<file path="config.mk">
export PLATFORM = sky130hd
export DESIGN_NAME = cp_port_hub
export DESIGN_NICKNAME = d
export VERILOG_FILES = /design/src/rtl/cp_port_hub.sv
export SDC_FILE = /design/constraint.sdc
export NUM_CORES = 1
export LEC_CHECK = 0
export ABC_AREA = 1
export BUFFER_PORTS_ARGS = -buffer_cell sky130_fd_sc_hd__buf_2
export CAP_MARGIN = 10
export CORE_ASPECT_RATIO = 0.6
export CORE_MARGIN = 4
export CORE_UTILIZATION = 54
export DETAILED_ROUTE_END_ITERATION = 12
export MAX_ROUTING_LAYER = met4
export PLACE_DENSITY = 0.9
export SLEW_MARGIN = 20
export SYNTH_ARGS = -nofsm -noshare
export SYNTH_HDL_FRONTEND = slang
export SYNTH_SLANG_ARGS = --single-unit
</file>
<file path="constraint.sdc">
create_clock -name clk -period 3.3 [get_ports clk]
set_input_delay 0.495 -clock clk [delete_from_list [all_inputs] [get_ports clk]]
set_output_delay 0.495 -clock clk [all_outputs]
set_load 0.1 [all_outputs]
</file>
<file path="src/rtl/cp_port_hub.sv">
`default_nettype none
// +--------------------------------------------------------------------------+
// | cp_port_hub: routes CPU coprocessor requests to NUM_CP channels, buffers |
// | returned data in a FIFO and latches per-channel exceptions.              |
// | Optional macro CP_HUB_TIMEOUT_EN adds a WAIT_FDS response timeout.       |
// | Revision: 1.0                                                            |
// +--------------------------------------------------------------------------+
module cp_port_hub #(
  parameter int NUM_CP     = 2,
  parameter int SEL_W      = 1,
  parameter int DATA_W     = 32,
  parameter int EXC_W      = 4,
  parameter int FIFO_DEPTH = 4,
  parameter int TIMEOUT    = 255
) (
  input  logic                     clk,
  input  logic                     rst_,
  input  logic                     cpu_as,
  input  logic                     cpu_ts,
  input  logic                     cpu_fs,
  input  logic [SEL_W-1:0]         cpu_sel,
  input  logic [DATA_W-1:0]        cpu_tdata,
  output logic                     cpu_stall,
  output logic                     cpu_fvalid,
  output logic [DATA_W-1:0]        cpu_fdata,
  input  logic                     cpu_fack,
  output logic                     cpu_exc,
  output logic [SEL_W-1:0]         cpu_exc_ch,
  output logic [EXC_W-1:0]         cpu_exc_code,
  input  logic                     cpu_exc_ack,
  output logic [NUM_CP-1:0]        cp_as,
  output logic [NUM_CP-1:0]        cp_ts,
  output logic [NUM_CP-1:0]        cp_fs,
  output logic [DATA_W-1:0]        cp_tdata,
  input  logic [NUM_CP-1:0]        cp_abusy,
  input  logic [NUM_CP-1:0]        cp_tbusy,
  input  logic [NUM_CP-1:0]        cp_fbusy,
  input  logic [NUM_CP-1:0]        cp_fds,
  input  logic [NUM_CP*DATA_W-1:0] cp_fdata,
  input  logic [NUM_CP-1:0]        cp_exc,
  input  logic [NUM_CP*EXC_W-1:0]  cp_exccode
);

  localparam int PTR_W = (FIFO_DEPTH > 1) ? $clog2(FIFO_DEPTH) : 1;

  localparam logic [1:0] S_IDLE     = 2'd0;
  localparam logic [1:0] S_DISPATCH = 2'd1;
  localparam logic [1:0] S_WAIT_FDS = 2'd2;

  localparam logic [1:0] K_AS = 2'd0;
  localparam logic [1:0] K_TS = 2'd1;
  localparam logic [1:0] K_FS = 2'd2;

  logic [1:0]        state_q, state_d, kind_q, kind_d;
  logic [SEL_W-1:0]  ch_q, ch_d;
  logic [DATA_W-1:0] tdata_q, tdata_d;
  logic [DATA_W-1:0] mem_q [FIFO_DEPTH];
  logic [DATA_W-1:0] mem_d [FIFO_DEPTH];
  logic [PTR_W-1:0]  wr_q, wr_d, rd_q, rd_d;
  logic [PTR_W:0]    cnt_q, cnt_d;
  logic [NUM_CP-1:0] pend_q, pend_d;
  logic [EXC_W-1:0]  code_q [NUM_CP];
  logic [EXC_W-1:0]  code_d [NUM_CP];

  logic [DATA_W-1:0] fdata_ch [NUM_CP];
  logic [EXC_W-1:0]  exccode_ch [NUM_CP];
  logic [NUM_CP-1:0] ch_oh;
  logic [1:0]        req_kind;
  logic              req, sel_ok, req_busy, fifo_full, push, pop, tmo;

  generate
    for (genvar g = 0; g < NUM_CP; g++) begin : g_unpack
      assign fdata_ch[g]   = cp_fdata[g*DATA_W +: DATA_W];
      assign exccode_ch[g] = cp_exccode[g*EXC_W +: EXC_W];
    end
  endgenerate

  always_comb begin
    req      = cpu_as | cpu_ts | cpu_fs;
    req_kind = cpu_fs ? K_FS : (cpu_ts ? K_TS : K_AS);
    sel_ok   = 32'(cpu_sel) < 32'(NUM_CP);
    req_busy = 1'b0;
    if (sel_ok) begin
      case (req_kind)
        K_FS:    req_busy = cp_fbusy[cpu_sel];
        K_TS:    req_busy = cp_tbusy[cpu_sel];
        default: req_busy = cp_abusy[cpu_sel];
      endcase
    end
    fifo_full = (cnt_q == (PTR_W+1)'(FIFO_DEPTH));
    cpu_stall = req && ((state_q != S_IDLE) || !sel_ok || req_busy || (cpu_fs && fifo_full));
  end

`ifdef CP_HUB_TIMEOUT_EN
  logic [15:0] tcnt_q, tcnt_d;
`else
  logic unused_timeout;
  assign unused_timeout = |TIMEOUT;
`endif

  always_comb begin
    state_d = state_q;
    kind_d  = kind_q;
    ch_d    = ch_q;
    tdata_d = tdata_q;
    push    = 1'b0;
    tmo     = 1'b0;
`ifdef CP_HUB_TIMEOUT_EN
    tcnt_d  = tcnt_q;
`endif
    case (state_q)
      S_IDLE: begin
        if (req && !cpu_stall) begin
          state_d = S_DISPATCH;
          kind_d  = req_kind;
          ch_d    = cpu_sel;
          tdata_d = cpu_tdata;
        end
      end
      S_DISPATCH: begin
        if (kind_q == K_FS) begin
`ifdef CP_HUB_TIMEOUT_EN
          tcnt_d = '0;
`endif
          if (cp_fds[ch_q]) begin
            push    = 1'b1;
            state_d = S_IDLE;
          end else begin
            state_d = S_WAIT_FDS;
          end
        end else begin
          state_d = S_IDLE;
        end
      end
      S_WAIT_FDS: begin
        if (cp_fds[ch_q]) begin
          push    = 1'b1;
          state_d = S_IDLE;
        end
`ifdef CP_HUB_TIMEOUT_EN
        // Counts completed WAIT_FDS cycles; the TIMEOUT-th one gives up.
        else if (tcnt_q + 16'd1 == 16'(TIMEOUT)) begin
          tmo     = 1'b1;
          state_d = S_IDLE;
        end else begin
          tcnt_d = tcnt_q + 16'd1;
        end
`endif
      end
      default: state_d = S_IDLE;
    endcase
  end

  always_comb begin
    pop   = cpu_fack && cpu_fvalid;
    mem_d = mem_q;
    if (push) mem_d[wr_q] = fdata_ch[ch_q];
    wr_d  = wr_q + PTR_W'(push);
    rd_d  = rd_q + PTR_W'(pop);
    cnt_d = cnt_q + (PTR_W+1)'(push) - (PTR_W+1)'(pop);
  end

  always_comb begin
    cpu_exc      = |pend_q;
    cpu_exc_ch   = '0;
    cpu_exc_code = '0;
    for (int i = NUM_CP - 1; i >= 0; i--) begin
      if (pend_q[i]) begin
        cpu_exc_ch   = SEL_W'(i);
        cpu_exc_code = code_q[i];
      end
    end
    pend_d = pend_q;
    code_d = code_q;
    if (cpu_exc_ack && cpu_exc) pend_d[cpu_exc_ch] = 1'b0;
    if (tmo) begin
      pend_d[ch_q] = 1'b1;
      code_d[ch_q] = '1;
    end
    // A fresh exception beats a same-cycle ack on its channel.
    for (int i = 0; i < NUM_CP; i++) begin
      if (cp_exc[i]) begin
        pend_d[i] = 1'b1;
        code_d[i] = exccode_ch[i];
      end
    end
  end

  always_comb begin
    ch_oh       = '0;
    ch_oh[ch_q] = 1'b1;
    cp_as       = (state_q == S_DISPATCH && kind_q == K_AS) ? ch_oh : '0;
    cp_ts       = (state_q == S_DISPATCH && kind_q == K_TS) ? ch_oh : '0;
    cp_fs       = (state_q == S_DISPATCH && kind_q == K_FS) ? ch_oh : '0;
    cp_tdata    = tdata_q;
    cpu_fvalid  = (cnt_q != '0);
    cpu_fdata   = cpu_fvalid ? mem_q[rd_q] : '0;
  end

  always_ff @(posedge clk or negedge rst_) begin
    if (!rst_) begin
      state_q <= S_IDLE;
      kind_q  <= K_AS;
      ch_q    <= '0;
      tdata_q <= '0;
      wr_q    <= '0;
      rd_q    <= '0;
      cnt_q   <= '0;
      pend_q  <= '0;
      for (int i = 0; i < FIFO_DEPTH; i++) mem_q[i] <= '0;
      for (int i = 0; i < NUM_CP; i++) code_q[i] <= '0;
`ifdef CP_HUB_TIMEOUT_EN
      tcnt_q  <= '0;
`endif
    end else begin
      state_q <= state_d;
      kind_q  <= kind_d;
      ch_q    <= ch_d;
      tdata_q <= tdata_d;
      wr_q    <= wr_d;
      rd_q    <= rd_d;
      cnt_q   <= cnt_d;
      pend_q  <= pend_d;
      mem_q   <= mem_d;
      code_q  <= code_d;
`ifdef CP_HUB_TIMEOUT_EN
      tcnt_q  <= tcnt_d;
`endif
    end
  end

endmodule
`default_nettype wire

</file>
==> reports/qor.yml, run 1 <==
yosys_warnings: 0
synthCells: 1123
antennaDiodeCount: 0
gp_congestion: 0.820
synth_seq_cells: 182
finalMaxSlewViolations: 0
cts_tree: "done"
grt_max_degree: 65
hold_buffers: 0
cts.clk_slew.worst_paths_ns: 0.07
cts_resized: 0
grt.total_usage_pct: 26.3
synth.most_common_cell: "nand2_1"
ys.flop_type: "dfrtp_1"
syn_avg_cell_area_sq_um: 7.74
grt_remaining_overflow: 0
setup_violations: 0
path_max_fanout: 48
path_class: "flop to output pin"
hold_violations: 0
min_period_ns: 2.73
async_reset_ff_share_pct: 100
die_h_um: 106
rows: 35
worstSetupStartpointType: "flop"
cp-end-kind: "output pin"
vias: 7962
die_width_um: 172
worst_pin_slew_ns: 0.953
routedWlPerCell_um: 15.4
postRouteAntennaNets: 0
maxCapViolations: 0
clkLatencyLatePin_ns: 0.41
routed_wl_mm: 23.2
via_per_inst: 5.28
synth_top_area_cell: "dfrtp_1"
core_area_sq_um: 15500
synth_cell_types: 27
fin_skew_ns: 0.0163
drt-initial-drc-count: 734
final_nets: 1422
grt_pass1_wl_mm: 37.6
yosysSeqAreaShare_pct: 52.4
drc: 0
dp_hpwl_mm: 15.6
fmax_ghz: 0.366
max-clock-path-buffers: 2
post_cts_buffers: 0
cts_root_buf: "clkbuf_16"
io_buffer_count: 199
crit_arrival_ns: 2.24
dp_slack_ns: 0.856
htreeDepth: 4
firstDrtPassIters: 7
drive_gt1_share_pct: 20.2
relSlewSlack_pct: 36.3
rsz0062_at_grt: "no"
place_inst: 1476
synthesis.area_sq_um: 8690
io_pins: 200
antenna_found_initial: 0
synth_top_area_share_pct: 52.4
status: "complete, no violations"
hp-class: "primary input to asynchronous set/reset pin"
start_util_pct: 55.9
syn2layout_area_growth_pct: 26.6
fin_ws_ns: 0.566
period_share_pct: 82.8
cts.sinks: 182
synthTopCellsByCount: "325 x nand2_1, 229 x o21ai_0, 182 x dfrtp_1"
synth_nets: 1253
synth_area_leaders: "dfrtp_1 52%, nand2_1 14%, o21ai_0 13%"
synth_edf_count: 0
first_global_vias: 7600
cts_buffers: 17
tns_ns: 0
required_ns: 2.80
stdcell_count: 1507
dieArea_sq_um: 18300
==> worst paths after layout <==
kind / from / depth (start not counted) / slack [ns] / to
max in group asynchronous: rst_ / 2 / 2.40 / rd_q[0]
worst min register to register: cp_tdata[23] / 2 / 0.48 / cp_tdata[23]
min in group clk: cpu_exc_ack / 2 / 0.28 / pend_q[0]
worst max register to register: state_q[1] / 11 / 0.86 / cnt_q[2]
worst max-delay path: rd_q[0] / 5 / 0.57 / cpu_fdata[19]
worst min-delay path: rst_ / 1 / 0.02 / mem_q[38]
==> metrics by stage <==
| step | hold slack (ns) | util [%] | cell area, sq um |
|---|---|---|---|
| global route | 0.0569 | 70.8 | 11000 |
| detailed placement | 0.470 | 66.9 | 10400 |
| floorplan | 0.199 | - | 8720 |
| CTS | 0.0406 | 70.8 | 11000 |
| finish | 0.0198 | 70.8 | 11000 |
| global placement | 0.462 | 66.9 | 10400 |
==> layer usage <==
metal / vias up / wire length, um / track usage, %
met2: 375 / 10600 / 40.1
met4: 0 / 283 / 6.34
met1: 3697 / 10100 / 37.3
li1: 3865 / - / -
met3: 25 / 2110 / 4.42
met5: - / 0 / -
==> logic make-up after synthesis <==
family / synth area share, %
buf+inv: 10.6
simple gates: 15.9
compound gates: 19.5
xor+xnor: 0.403
flops: 52.4
fa+ha+maj: 1.24
==> layout by cell type, fill, tap and decap left out, types with 2 or more instances in the layout <==
| cell | instances |
|---|---|
| a21oi_1 | 97 |
| buf_12 | 37 |
| buf_2 | 163 |
| buf_4 | 16 |
| bufinv_16 | 3 |
| clkbuf_16 | 17 |
| clkinvlp_4 | 4 |
| dfrtp_1 | 181 |
| ha_1 | 7 |
| inv_1 | 165 |
| inv_2 | 2 |
| inv_6 | 3 |
| nand2_1 | 324 |
| nand3_1 | 9 |
| nor2_1 | 15 |
| nor2_4 | 3 |
| nor3_4 | 2 |
| o21ai_0 | 229 |
| o21ai_1 | 5 |
| o22ai_2 | 4 |
| xnor2_1 | 2 |
| xor2_1 | 2 |
==> registers in the layout (all words and copies together), names as in the netlist <==
name      count
pend_q        2
cnt_q         3
wr_q          2
mem_q       128
state_q       2
rd_q          2
ch_q          1
code_q        8
kind_q        2
cp_tdata     32
==> worst max-delay path, stage by stage (launching register included) <==
cell and delay (ns):
dfrtp_2 0.42, inv_2 0.22, buf_4 0.48, o21ai_0 0.17, a21oi_1 0.31, buf_12 0.22
==> layout make-up <==
type / instances / area (sq um)
fill: 1181 / 4540
inverter: 168 / 631
multi-input combinational: 706 / 3280
clock buffer: 18 / 429
timing repair buffer: 217 / 1690
tap: 203 / 254
sequential: 182 / 4560
clock inverter: 13 / 171
Power of run 1 is not shown: default switching activity piles up to over one toggle a cycle in this logic, so the estimate is an artifact.
==> run 2, diff against run 1 <==
--- a/config.mk
+++ b/config.mk
@@ -5,7 +5,7 @@
 export SDC_FILE = /design/constraint.sdc
 export NUM_CORES = 1
 export LEC_CHECK = 0
-export ABC_AREA = 1
+export ABC_AREA = 0
 export BUFFER_PORTS_ARGS = -buffer_cell sky130_fd_sc_hd__buf_2
 export CAP_MARGIN = 10
 export CORE_ASPECT_RATIO = 0.6
==> constraint.sdc (replaced) <==
create_clock -name clk -period 2.8 [get_ports clk]
set_input_delay 0.42 -clock clk [delete_from_list [all_inputs] [get_ports clk]]
set_output_delay 0.42 -clock clk [all_outputs]
set_load 0.1 [all_outputs]
==> run 2 against run 1 <==
Against the previous run: largest cell class unchanged; count of clock-buffer cells in the layout grew 1; setup slack lost 0.31 ns; clock skew shrank 0.0043 ns.
==> reports/qor.yml, run 2 <==
status: "complete, no violations"
r2r_slack_ns: 0.31
synth_xor_area_share_pct: 0.407
cts_buffers: 17
min_period_ns: 2.54
yosys.area_share.adder_pct: 1.25
cts_tree: "done"
rsz0062_at_grt: "no"
routed_wl_mm: 20.1
yosysSeqAreaShare_pct: 52.9
via_per_inst: 5.67
seq_area_sq_um: 4560
n_fill_cell: 1083
io_buffer_count: 199
grt_remaining_overflow: 0
drc: 0
firstDrtPassIters: 4
largest_reg_flops: 128
final_area_sq_um: 10600
cts.sinks: 182
tns_ns: 0
fin_skew_ns: 0.0120
fmax_ghz: 0.393
setup.worst_path.start: "rd_q[0]"
maxCapViolations: 0
synth_edf_count: 0
grt_max_degree: 90
die_h_um: 106
synthCells: 553
regMostFlops: "mem_q"
cts_root_buf: "clkbuf_16"
cts.clk_slew.worst_paths_ns: 0.07
fin_ws_ns: 0.255
hold_violations: 0
synth_nets: 683
synth_area_leaders: "dfrtp_1 53%, mux2_2 22%, mux4_2 8.4%"
r2r-end: "cnt_q[2]"
relSlewSlack_pct: 54.7
dieArea_sq_um: 18100
ys.flop_type: "dfrtp_1"
synth_seq_cells: 182
worst_pin_slew_ns: 0.674
required_ns: 2.38
synth_top_area_cell: "dfrtp_1"
synthesis.area_sq_um: 8610
drt-initial-drc-count: 222
die_width_um: 171
finalMaxSlewViolations: 0
final_cell_mix: "198 x buf_2, 179 x dfrtp_1, 168 x mux2_2, 32 x mux4_2"
yosys_warnings: 0
core_area_sq_um: 15500
htreeDepth: 4
rows: 35
clkLatencyLatePin_ns: 0.41
gp_congestion: 0.881
dp_hpwl_mm: 14.2
synth_simple_gate_area_share_pct: 4.78
multi_input_area_sq_um: 3960
dp_slack_ns: 0.316
start_util_pct: 55.5
crit_arrival_ns: 2.12
cp-end-kind: "output pin"
hp-class: "primary input to flop"
post_cts_buffers: 0
layout_commonest_cell: "buf_2"
path_max_fanout: 11
max-clock-path-buffers: 2
r2r_cells: 11
vias: 5502
cts_resized: 0
synth_cell_types: 42
worstSetupStartpointType: "flop"
syn_avg_cell_area_sq_um: 15.6
synthTopCellsByCount: "182 x dfrtp_1, 168 x mux2_2, 35 x nor2b_1"
synth_compound_area_share_pct: 1.53
setup_violations: 0
routedWlPerCell_um: 20.7
final_nets: 886
io_pins: 200
hold_buffers: 1
synth_top_area_share_pct: 52.9
antenna_found_initial: 0
first_global_vias: 6204
syn2layout_area_growth_pct: 22.9
synth_top_family_by_area: "multiplexers"
path_class: "flop to output pin"
grt_pass1_wl_mm: 32.7
synth_mux_area_share_pct: 36.7
regToRegStartpoint: "state_q[1]"
grt.total_usage_pct: 23.8
drive_gt1_share_pct: 68.0
async_reset_ff_share_pct: 100
antennaDiodeCount: 0
placed_area_sq_um: 9980
fin_hold_ws_ns: 0.231
endpoint: "cpu_fdata[18]"
synth.most_common_cell: "dfrtp_1"
postRouteAntennaNets: 0
period_share_pct: 90.9
==> run 2: worst min path at each step <==
stage,start,endpoint,depth (start not counted)
floorplan,rst_,ch_q,0
global placement,rst_,mem_q[81],1
detailed placement,rst_,mem_q[80],1
CTS,cp_exccode[3],code_q[7],2
global route,cpu_tdata[15],cp_tdata[15],2
finish,cp_exccode[3],code_q[7],2
==> run 2: area by class of cell <==
cell class | count | area share, %
flip-flops and latches | 182 | 43.1
multi-input cells | 329 | 37.4
repair buffers | 216 | 11.2
clock buffers | 19 | 4.28
well taps | 203 | 2.40
clock inverters | 12 | 1.35
inverters | 10 | 0.355
==> run 2: per-stage QoR <==
step                      instances  util (%)
final                           971      68.3
after global routing            971      68.3
after CTS                       971      68.3
after detailed placement        939      64.4
after global placement          939      64.4
after floorplan                 553         -
==> run 2: kinds of logic after synthesis <==
logic type | Yosys count
adder cells (fa/ha/maj) | 8
flip-flops | 182
XOR/XNOR | 4
multiplexers | 239
AO/OA/AOI/OAI | 14
AND/OR/NAND/NOR | 64
buffers and inverters | 42
==> run 2: critical path, cell delays in order, from the launching register on <==
cell	delay, ns
dfrtp_2	0.38
buf_4	0.27
mux4_2	0.58
nor2b_2	0.17
buf_2	0.31
==> run 2: metal layers <==
| layer | vias up | wire length (um) | GRT usage (%) |
|---|---|---|---|
| li1 | 2420 | - | - |
| met2 | 163 | 10100 | 39.1 |
| met3 | 14 | 903 | 3.82 |
| met1 | 2905 | 8960 | 32.0 |
| met4 | 0 | 191 | 4.64 |
| met5 | - | 0 | - |
Power of run 2 is left out for the same reason.
